### config.mk
export PLATFORM = sky130hd
export DESIGN_NAME = bist_controller
export DESIGN_NICKNAME = d
export VERILOG_FILES = /design/src/rtl/bist_controller.sv
export SDC_FILE = /design/constraint.sdc
export NUM_CORES = 1
export LEC_CHECK = 0
export ABC_AREA = 1
export ABC_CLOCK_PERIOD_IN_PS = 1600
export CAP_MARGIN = 20
export CORE_MARGIN = 2
export CORE_UTILIZATION = 40
export DETAILED_ROUTE_END_ITERATION = 12
export GPL_ROUTABILITY_DRIVEN = 0
export GPL_TIMING_DRIVEN = 0
export PLACE_DENSITY = 0.68
export SLEW_MARGIN = 5
export SYNTH_ARGS = -nofsm -noshare
export SYNTH_HDL_FRONTEND = slang
export SYNTH_SLANG_ARGS = --single-unit
### constraint.sdc
create_clock -name clk -period 1.6 [get_ports clk]
set_input_delay 0.48 -clock clk [delete_from_list [all_inputs] [get_ports clk]]
set_output_delay 0.48 -clock clk [all_outputs]
set_load 0.02 [all_outputs]
### src/rtl/bist_controller.sv
// BIST session sequencer: seeds the pattern generator, runs NUM_PATTERNS advances,
// compacts CUT responses into a MISR and compares the final signature to GOLDEN_SIG.
module bist_controller #(
  parameter int              WIDTH        = 8,
  parameter int              NUM_PATTERNS = 255,
  parameter int              CUT_LAT      = 1,
  parameter logic [WIDTH-1:0] MISR_SEED   = '0,
  parameter logic [WIDTH-1:0] MISR_TAPS   = WIDTH'(8'hB8),
  parameter logic [WIDTH-1:0] GOLDEN_SIG  = '0
) (
  input  logic             clk,
  input  logic             rst_n,
  input  logic             start,
  input  logic             abort,
  output logic             tpg_load,
  output logic             tpg_en,
  output logic             test_mode,
  input  logic [WIDTH-1:0] cut_resp,
  output logic             busy,
  output logic             done,
  output logic             pass,
  output logic [WIDTH-1:0] signature,
  output logic [15:0]      pattern_cnt,
  output logic [2:0]       dbg_state
);

  typedef enum logic [2:0] {
    S_IDLE  = 3'd0,
    S_LOAD  = 3'd1,
    S_RUN   = 3'd2,
    S_FLUSH = 3'd3,
    S_EVAL  = 3'd4,
    S_DONE  = 3'd5
  } state_t;

  state_t             state, state_next;
  logic [WIDTH-1:0]   misr;
  logic [WIDTH-1:0]   misr_next;
  logic [CUT_LAT-1:0] vpipe;
  logic [CUT_LAT-1:0] pipe_next;
  logic               last_pat;
  logic               abort_hit;

  // Handshake: start and abort are level requests sampled on each rising edge;
  // start is accepted only in IDLE/DONE, abort in any state but IDLE and overrides start.
  assign abort_hit = abort && (state != S_IDLE);
  assign last_pat  = (pattern_cnt == 16'(NUM_PATTERNS - 1));
  assign pipe_next = CUT_LAT'({vpipe, tpg_en});
  assign misr_next = {misr[WIDTH-2:0], ^(misr & MISR_TAPS)} ^ cut_resp;
  assign signature = misr;
  assign dbg_state = state;

  always_ff @(posedge clk or negedge rst_n) begin
    if (!rst_n) state <= S_IDLE;
    else        state <= state_next;
  end

  always_comb begin
    state_next = state;
    tpg_load   = 1'b0;
    tpg_en     = 1'b0;
    test_mode  = 1'b0;
    busy       = 1'b0;
    done       = 1'b0;
    case (state)
      S_IDLE: begin
        if (start) state_next = S_LOAD;
      end
      S_LOAD: begin
        tpg_load   = 1'b1;
        test_mode  = 1'b1;
        busy       = 1'b1;
        state_next = S_RUN;
      end
      S_RUN: begin
        tpg_en    = 1'b1;
        test_mode = 1'b1;
        busy      = 1'b1;
        if (last_pat) state_next = S_FLUSH;
      end
      S_FLUSH: begin
        test_mode = 1'b1;
        busy      = 1'b1;
        // Leave once the response still in flight is consumed on this edge.
        if (pipe_next == '0) state_next = S_EVAL;
      end
      S_EVAL: begin
        busy       = 1'b1;
        state_next = S_DONE;
      end
      S_DONE: begin
        done = 1'b1;
        if (start) state_next = S_LOAD;
      end
      default: state_next = S_IDLE;
    endcase
    if (abort_hit) state_next = S_IDLE;
  end

  always_ff @(posedge clk or negedge rst_n) begin
    if (!rst_n) begin
      misr        <= MISR_SEED;
      pattern_cnt <= '0;
      vpipe       <= '0;
      pass        <= 1'b0;
    end else if (abort_hit) begin
      vpipe <= '0;
      pass  <= 1'b0;
    end else begin
      vpipe <= pipe_next;
      if (state == S_LOAD) begin
        misr        <= MISR_SEED;
        pattern_cnt <= '0;
        pass        <= 1'b0;
      end else begin
        if (vpipe[CUT_LAT-1]) misr <= misr_next;
        if (state == S_RUN)   pattern_cnt <= pattern_cnt + 16'd1;
        if (state == S_EVAL)  pass <= (misr == GOLDEN_SIG);
      end
    end
  end

endmodule

Word-level counts from Yosys, hierarchy flattened
Index checks and enable logic that the tools add are counted.
- $add $sub $neg: 1
- multiply operators: 0
- div/mod/pow operators: 0
- order comparisons: 0
- equality and inequality tests: 9
- shifts and indexed selects: 0
- muxes and demuxes: 18
- bitwise logic cells: 2
- reductions and logical operators: 14
- operators by type and width (cell ; number):
    $mux W16 ; 2
    $add A16 B1 Y16 const B ; 1
    $eq A16 B8 Y1 const B ; 1
    $mux W8 ; 2
    $pmux W3 S5 ; 1
    $mux W3 ; 4
    $mux W1 ; 9
    $logic_not A8 Y1 ; 1
    $reduce_xor A8 Y1 ; 1
    $xor A8 B8 Y8 ; 1
    $eq A3 B2 Y1 const B ; 2
    $eq A3 B3 Y1 const B ; 2
    $ne A3 B3 Y1 const B ; 2
    $reduce_bool A3 Y1 ; 2
    $reduce_and A2 Y1 ; 2
    $reduce_bool A2 Y1 ; 2
    $reduce_or A4 Y1 ; 1
    $eq A3 B1 Y1 const B ; 1
    $logic_not A3 Y1 ; 1
    $ne A3 B1 Y1 const B ; 1
    $reduce_and A3 Y1 ; 1
    $reduce_or A3 Y1 ; 1
    $reduce_or A2 Y1 ; 1
    $logic_and A1 B1 Y1 ; 1
    $not A1 Y1 ; 1
- flip-flop bits (word level): 29
- bits in latches: 0
- bits in writable memories: 0
- memory bits (read-only): 0
- input bits: 12
- output and inout port bits: 33
- memories kept: 0

Longest topological paths before layout
Gate-level depths: netlist of run 1.
- word-level depth: 5
- gate-level depth with buffers: 10
- gate-level depth less buffers: 9

Worst setup path after synthesis of run 1
OpenSTA, ideal clock, no wires.
- path kind: reg-to-output
- start point: reg state[1], in the netlist dbg_state[1]
- end point: out busy
- arrival time: 1.083 ns
- data required time: 1.120 ns
- setup slack: 0.037 ns
- cell stages (with the launch flop): 6
- cells stage by stage: dfrtp_1 > inv_2 > nand2_1 > nor2_1 > a21oi_1 > nand3_1
- longest elaborated chain between the ends: 3
- elaborated cells on any way between the ends: 6
- RTL lines (what ; RTL line ; RTL):
    from (decl) ; 36 ; state_t state, state_next;
    from (signal assigned) ; 55 ; else state <= state_next;
    $eq A3 B1 Y1 (tied with other cells) ; 65 ; case (state)
    $reduce_or A4 Y1 (no line) (*) ; n/a ;
    $mux W1 (*) ; 65 ;
    to (decl) ; 19 ; output logic busy,
Mark *: on every way between the ends. The rest lies on a longest branch, timed or not.

Worst setup path after layout of run 1
- start point: reg state[0], in the netlist dbg_state[0]
- end point: out busy
Same word-level chain as after synthesis.

==> impl_metrics.tcl, run 1 <==
set metrics [dict create \
    timing.final.ws_setup_ns -0.1595 \
    drv_slew 0 \
    cell_chosen_for_the_clock_root "sky130_fd_sc_hd__clkbuf_8" \
    status "finished, violations left" \
    layout-drive-gt1-share 0.2676 \
    mappedNetlistNets 247 \
    violations_in_the_final_reports "negative setup slack" \
    cts_made_buffers 5 \
    inserted_diodes 0 \
    start_util 0.4146 \
    wl_per_cell_um 13.26 \
    slew-limit-headroom 0.5614 \
    vdd.ir_drop.worst_uv 970.2 \
    final.fill_count 381 \
    unrepaired_setup_endpoints_after_global_routing "yes" \
    final.min_clock_period_ns 1.760 \
    worstSetupStartpoint "dbg_state[0]$_DFFE_PN0P_" \
    io_buffers 44 \
    tritoncts "yes" \
    drtIter0Drc 126 \
    die_width_um 70.95 \
    holdCritPathClass "primary input to async pin" \
    post_synth.cell_area_avg_um2 7.728 \
    h-tree-depth 2 \
    yosys_warnings 0 \
    drc_errors 0 \
    drt_pass1_iterations 4 \
    static-leakage-power_uw 0.001295 \
    number_of_global_route_vias_before_repair 1616 \
    vias 1761 \
    min_period_over_period 1.100 \
    final_util 0.6152 \
    remaining_antenna_violation_count 0 \
    worst-slew-pin-transition_ns 0.6579 \
    layout.cells.most_common "sky130_fd_sc_hd__nand2_1" \
    ys_async_sr_fraction 1.000 \
    fp.dieArea_um2 5034 \
    grt_overflow 0 \
    synth_sequential_area_ratio 0.4047 \
    std_cell_rows 24 \
    core_region_area_um2 4324 \
    regToRegStartpoint "dbg_state[0]$_DFFE_PN0P_" \
    number_of_buffers_inserted_for_hold_repair_after_clock_tree_synthesis 0 \
    cp-start-kind "flop" \
    max-clock-path-buffers 2 \
    max_clock_freq_mhz 568.3 \
    die_h_um 70.95 \
    gate_count_after_technology_mapping 232 \
    synth_edf_count 0 \
    drv.max_cap_violation_count 0 \
    areaGrowthSynthToFinish_pct 48.36 \
    cellPowerDensity_nw_per_um2 1731 \
    timing.final.hold_violations 0 \
    detail_route.wirelength_um 4656 \
    setup.worst_path.class "flop to output pin" \
    final-setup-viol-count 8 \
    clock_insertion_delay_worst_skew_ns 0.28 \
    critical_path_arrival_ns 1.28 \
    pin_count_of_the_biggest_net_entering_global_routing 30 \
    yosys.cell_types.count 32 \
    final.setup_skew_ns 0.008391 \
    pin_count 45 \
    clkSlewWorstSetupHoldPaths_ns 0.07 \
    grt_first_pass_wirelength_um 7514 \
    total_nets_final 314 \
    crit_path_end_kind "output pin" \
    clock-sinks 29 \
    syn_area_um2 1793 \
    detailed_placement_hpwl_um 3066 \
    via_per_inst 5.017 \
    synth-seq-cells 29 \
    totalPowerFinal_uw 4606 \
    antenna_found_initial 0 \
    mostFrequentLayoutCells "sky130_fd_sc_hd__nand2_1, sky130_fd_sc_hd__nor2_1, sky130_fd_sc_hd__dfrtp_1" \
    critical_path.max_fanout 7 \
    grtUsageTotal 0.1882 \
    worstPathRequired_ns 1.12 \
    synthFlopType "sky130_fd_sc_hd__dfrtp_1" \
]
## critical path, cell delays in order (launching register included)
cell,delay (ns)
sky130_fd_sc_hd__dfrtp_1,0.39
sky130_fd_sc_hd__buf_6,0.15
sky130_fd_sc_hd__buf_6,0.12
sky130_fd_sc_hd__nand3_4,0.10
sky130_fd_sc_hd__nand3_2,0.10
sky130_fd_sc_hd__buf_6,0.14
## final timing paths
check	slack [ns]	cells past startpoint	end
max	-0.16	5	busy
min	0.23	1	signature[3]$_DFFE_PN0P_
max reg2reg	-0.04	12	pattern_cnt[15]$_DFFE_PN0P_
min reg2reg	0.52	1	pass$_DFFE_PN0P_
max in group asynchronous	0.91	1	pattern_cnt[2]$_DFFE_PN0P_
min in group clk	0.52	1	pass$_DFFE_PN0P_
## area by class of cell
| class | instances | area (µm²) | area share |
|---|---|---|---|
| buffer | 4 | 47.55 | 0.01787 |
| clock buffer | 7 | 86.33 | 0.03246 |
| inverter | 29 | 118.9 | 0.04468 |
| multi-input combinational | 170 | 1046 | 0.3932 |
| sequential | 29 | 732.0 | 0.2752 |
| tap | 52 | 65.06 | 0.02446 |
| timing repair buffer | 60 | 564.3 | 0.2121 |
## stage by stage
stage	instances	cell area [µm²]	setup WS, ns	setup TNS, ns	hold WS, ns
after floorplan	232	1793	0.03662	0	0.1844
after global placement	328	2298	-0.5101	-19.36	0.5124
after detailed placement	328	2293	-0.4624	-4.453	0.5232
after CTS	341	2417	-0.1657	-0.2381	0.2545
after global routing	351	2660	-0.2038	-1.395	0.2832
final	351	2660	-0.1595	-0.5968	0.2295
## cell usage after synthesis, types with 5 or more instances
cell | count | area share
sky130_fd_sc_hd__nor2_2 | 6 | 0.021
sky130_fd_sc_hd__nor3_1 | 6 | 0.017
sky130_fd_sc_hd__dfrtp_1 | 29 | 0.40
sky130_fd_sc_hd__nand2_1 | 50 | 0.10
sky130_fd_sc_hd__nand3_1 | 15 | 0.042
sky130_fd_sc_hd__o21ai_1 | 7 | 0.020
sky130_fd_sc_hd__nand2_2 | 5 | 0.017
sky130_fd_sc_hd__nor2_1 | 30 | 0.063
sky130_fd_sc_hd__o22ai_1 | 6 | 0.021
sky130_fd_sc_hd__inv_1 | 24 | 0.050
sky130_fd_sc_hd__xnor2_1 | 10 | 0.049
sky130_fd_sc_hd__nand4_1 | 10 | 0.035
## logic make-up after synthesis
| family | after synthesis | share of synthesized area |
|---|---|---|
| DFF | 29 | 0.4047 |
| xor gates and xnor gates | 10 | 0.04885 |
| and+or+nand+nor | 131 | 0.3517 |
| buffers and inverters | 33 | 0.08514 |
| adders and majority gates | 3 | 0.02094 |
| AOI/OAI and AO/OA | 26 | 0.08863 |
## report_power, final
group	switching (µW)	internal, µW	total [µW]
registers	229	923	1150
clock network	274	341	614
logic	1540	1300	2840
total	2050	2560	4610
## flip-flops by register name, summed over array words and instances, names as in the netlist
signal	count
dbg_state	3
pass	1
pattern_cnt	16
signature	8
vpipe	1
## layer usage
layer | global-route usage | wire length (µm)
met2 | 0.3094 | 2326
met4 | 0.05031 | 56
met1 | 0.2552 | 2099
met5 | 0 | 0
met3 | 0.03704 | 174
## what timing repair did
item,4_1_cts,5_1_grt
gates cloned,0,1
hold endpoints to repair,0,0
setup endpoints to repair,35,24
gates resized for setup,68,44
pin swaps,3,16
buffers inserted,6,9
Power figures use the tool's default switching activity.
==> run 2, diff against run 1 <==
Settings changed: CELL_PAD_IN_SITES_DETAIL_PLACEMENT set to 0, CELL_PAD_IN_SITES_GLOBAL_PLACEMENT set to 1, CORE_UTILIZATION 40 to 35, PLACE_DENSITY 0.68 to 0.8.
==> run 2 against run 1 <==
The flow still finishes with violations (negative setup slack). Critical path type unchanged. Global-route usage down 1.6 points. Combinational power decreased by 7%. Fmax decreased by 0.15%. Non-clock buffer count fell by 3. Core utilization decreased by 9.0 points. Final area is 1.1% lower. Clock-buffer cell count is 1 lower. Clock skew down 0.0016 ns. Via count fell by 0.80%. Critical path depth did not move. First-iteration DRC count fell by 49%. Flip-flop and latch count did not move.
==> impl_metrics.tcl, run 2 (synthesized netlist as in run 1, its figures left out) <==
set metrics [dict create \
    mostFrequentLayoutCells "sky130_fd_sc_hd__nand2_1, sky130_fd_sc_hd__nor2_1, sky130_fd_sc_hd__dfrtp_1" \
    regToRegStartpoint "dbg_state[2]$_DFFE_PN0P_" \
    grt_overflow 0 \
    timing.final.hold_violations 0 \
    die_width_um 75.58 \
    tritoncts "yes" \
    cts_made_buffers 5 \
    cp-start-kind "flop" \
    violations_in_the_final_reports "negative setup slack" \
    start_util 0.3579 \
    final.hold.worst_slack_ns 0.2347 \
    layout-drive-gt1-share 0.2559 \
    drv.max_cap_violation_count 0 \
    worstPathRequired_ns 1.12 \
    placed_cell_area_um2 2316 \
    fin_area_um2 2631 \
    cell_chosen_for_the_clock_root "sky130_fd_sc_hd__clkbuf_8" \
    wl_met2_um 2088 \
    detail_route.wirelength_um 4632 \
    via_per_inst 4.760 \
    place.detailed.instances 346 \
    status "finished, violations left" \
    remaining_antenna_violation_count 0 \
    cellPowerDensity_nw_per_um2 1746 \
    wl_per_cell_um 12.62 \
    clock-sinks 29 \
    slew-limit-headroom 0.5411 \
    drtIter0Drc 64 \
    pin_count 45 \
    die_h_um 75.58 \
    grtUsageTotal 0.1726 \
    critical_path_arrival_ns 1.28 \
    critical_path.max_fanout 6 \
    final.setup_skew_ns 0.006831 \
    max_clock_freq_mhz 567.5 \
    vdd.ir_drop.worst_uv 934.2 \
    pin_count_of_the_biggest_net_entering_global_routing 30 \
    unrepaired_setup_endpoints_after_global_routing "yes" \
    largest_register_ff_count 16 \
    detailed_placement_hpwl_um 3204 \
    holdCritPathClass "primary input to async pin" \
    std_cell_rows 26 \
    setup.worst_path.class "flop to output pin" \
    fp.dieArea_um2 5712 \
    drv_slew 0 \
    final.fill_count 511 \
    crit_path_end_kind "output pin" \
    largest_reg_by_ff_count "pattern_cnt" \
    io_buffers 44 \
    grt_first_pass_wirelength_um 7369 \
    clock_insertion_delay_worst_skew_ns 0.28 \
    total_nets_final 311 \
    worstSetupStartpoint "dbg_state[2]$_DFFE_PN0P_" \
    vias 1747 \
    h-tree-depth 2 \
    dp_worst_setup_slack_ns -0.4380 \
    areaGrowthSynthToFinish_pct 46.75 \
    post_layout_nonfiller_instances 367 \
    core_region_area_um2 5010 \
    top_signal_layer_used "met4" \
    final-setup-viol-count 6 \
    worst-slew-pin-transition_ns 0.6884 \
    clkSlewWorstSetupHoldPaths_ns 0.07 \
    static-leakage-power_uw 0.001282 \
    max-clock-path-buffers 2 \
    drc_errors 0 \
    totalPowerFinal_uw 4593 \
    met1Wirelength_um 2277 \
    antenna_found_initial 0 \
    layout.cells.most_common "sky130_fd_sc_hd__nand2_1" \
    number_of_global_route_vias_before_repair 1565 \
    drt_pass1_iterations 4 \
    met3_length_um 210 \
    inserted_diodes 0 \
    min_period_over_period 1.101 \
    final.min_clock_period_ns 1.762 \
    timing.final.ws_setup_ns -0.1622 \
]
## run 2: changes by cell type in the layout (fill, tap and decap cells not counted), moves of 2 or more
| cell | before | now |
|---|---|---|
| sky130_fd_sc_hd__nand2_2 | 3 | 5 |
| sky130_fd_sc_hd__nand2_4 | 7 | 2 |
| sky130_fd_sc_hd__dlygate4sd2_1 | 23 | 21 |
| sky130_fd_sc_hd__clkbuf_2 | 1 | 3 |
| sky130_fd_sc_hd__buf_4 | 10 | 12 |
| sky130_fd_sc_hd__nand3_2 | 4 | 2 |
| sky130_fd_sc_hd__nand3_1 | 11 | 13 |
| sky130_fd_sc_hd__nor2_4 | 9 | 7 |
| sky130_fd_sc_hd__nand2_1 | 45 | 48 |
| sky130_fd_sc_hd__buf_6 | 12 | 8 |
## run 2: final timing paths
kind	cells past startpoint	endpoint	slack, ns
worst max-delay path	5	busy	-0.16
worst min-delay path	1	pattern_cnt[6]$_DFFE_PN0P_	0.23
worst max register to register	11	pattern_cnt[15]$_DFFE_PN0P_	-0.01
worst min register to register	1	pass$_DFFE_PN0P_	0.53
max in group asynchronous	1	pattern_cnt[2]$_DFFE_PN0P_	0.89
min in group clk	1	pass$_DFFE_PN0P_	0.53
## run 2: power breakdown
part | switching (µW) | internal, µW
clock network | 291 | 506
logic | 1450 | 1200
registers | 222 | 923
## run 2: critical path, cell delays in order, from the launching register on
cell and delay, ns:
sky130_fd_sc_hd__dfrtp_2 0.45, sky130_fd_sc_hd__buf_4 0.16, sky130_fd_sc_hd__inv_4 0.06, sky130_fd_sc_hd__nand3_4 0.10
sky130_fd_sc_hd__nand3_2 0.09, sky130_fd_sc_hd__buf_4 0.13
## run 2: cell type report
cell class | count | area (µm²) | area share
plain buffers | 3 | 42.54 | 0.01617
clock buffers | 6 | 82.58 | 0.03138
clock inverters | 2 | 37.54 | 0.01427
inverters | 29 | 118.9 | 0.04517
multi-input cells | 170 | 1005 | 0.3818
flip-flops and latches | 29 | 730.7 | 0.2777
well taps | 70 | 87.58 | 0.03329
repair buffers | 58 | 526.8 | 0.2002
## run 2: timing repair
item                                    in CTS  in global routing
gates resized for setup                     70                 31
pin swaps                                    3                  5
hold buffers                                 0                  0
buffers inserted                             8                  5
endpoints found under the setup margin      35                 23
gates cloned                                 0                  1
## run 2: metal layers
metal | up-vias | global-route usage
met4 | 0 | 0.04678
met3 | 6 | 0.03968
met5 | - | 0
met2 | 32 | 0.2676
li1 | 892 | -
met1 | 817 | 0.2432
## run 2: per-stage QoR
| stage | util | setup TNS, ns |
|---|---|---|
| 4_1_cts | 0.4978 | -0.3939 |
| 3_5_place_dp | 0.4623 | -4.679 |
| 3_3_place_gp | 0.4633 | -19.86 |
| 6_report | 0.5252 | -0.5290 |
| 5_1_grt | 0.5252 | -0.9879 |
| 2_1_floorplan | - | 0 |
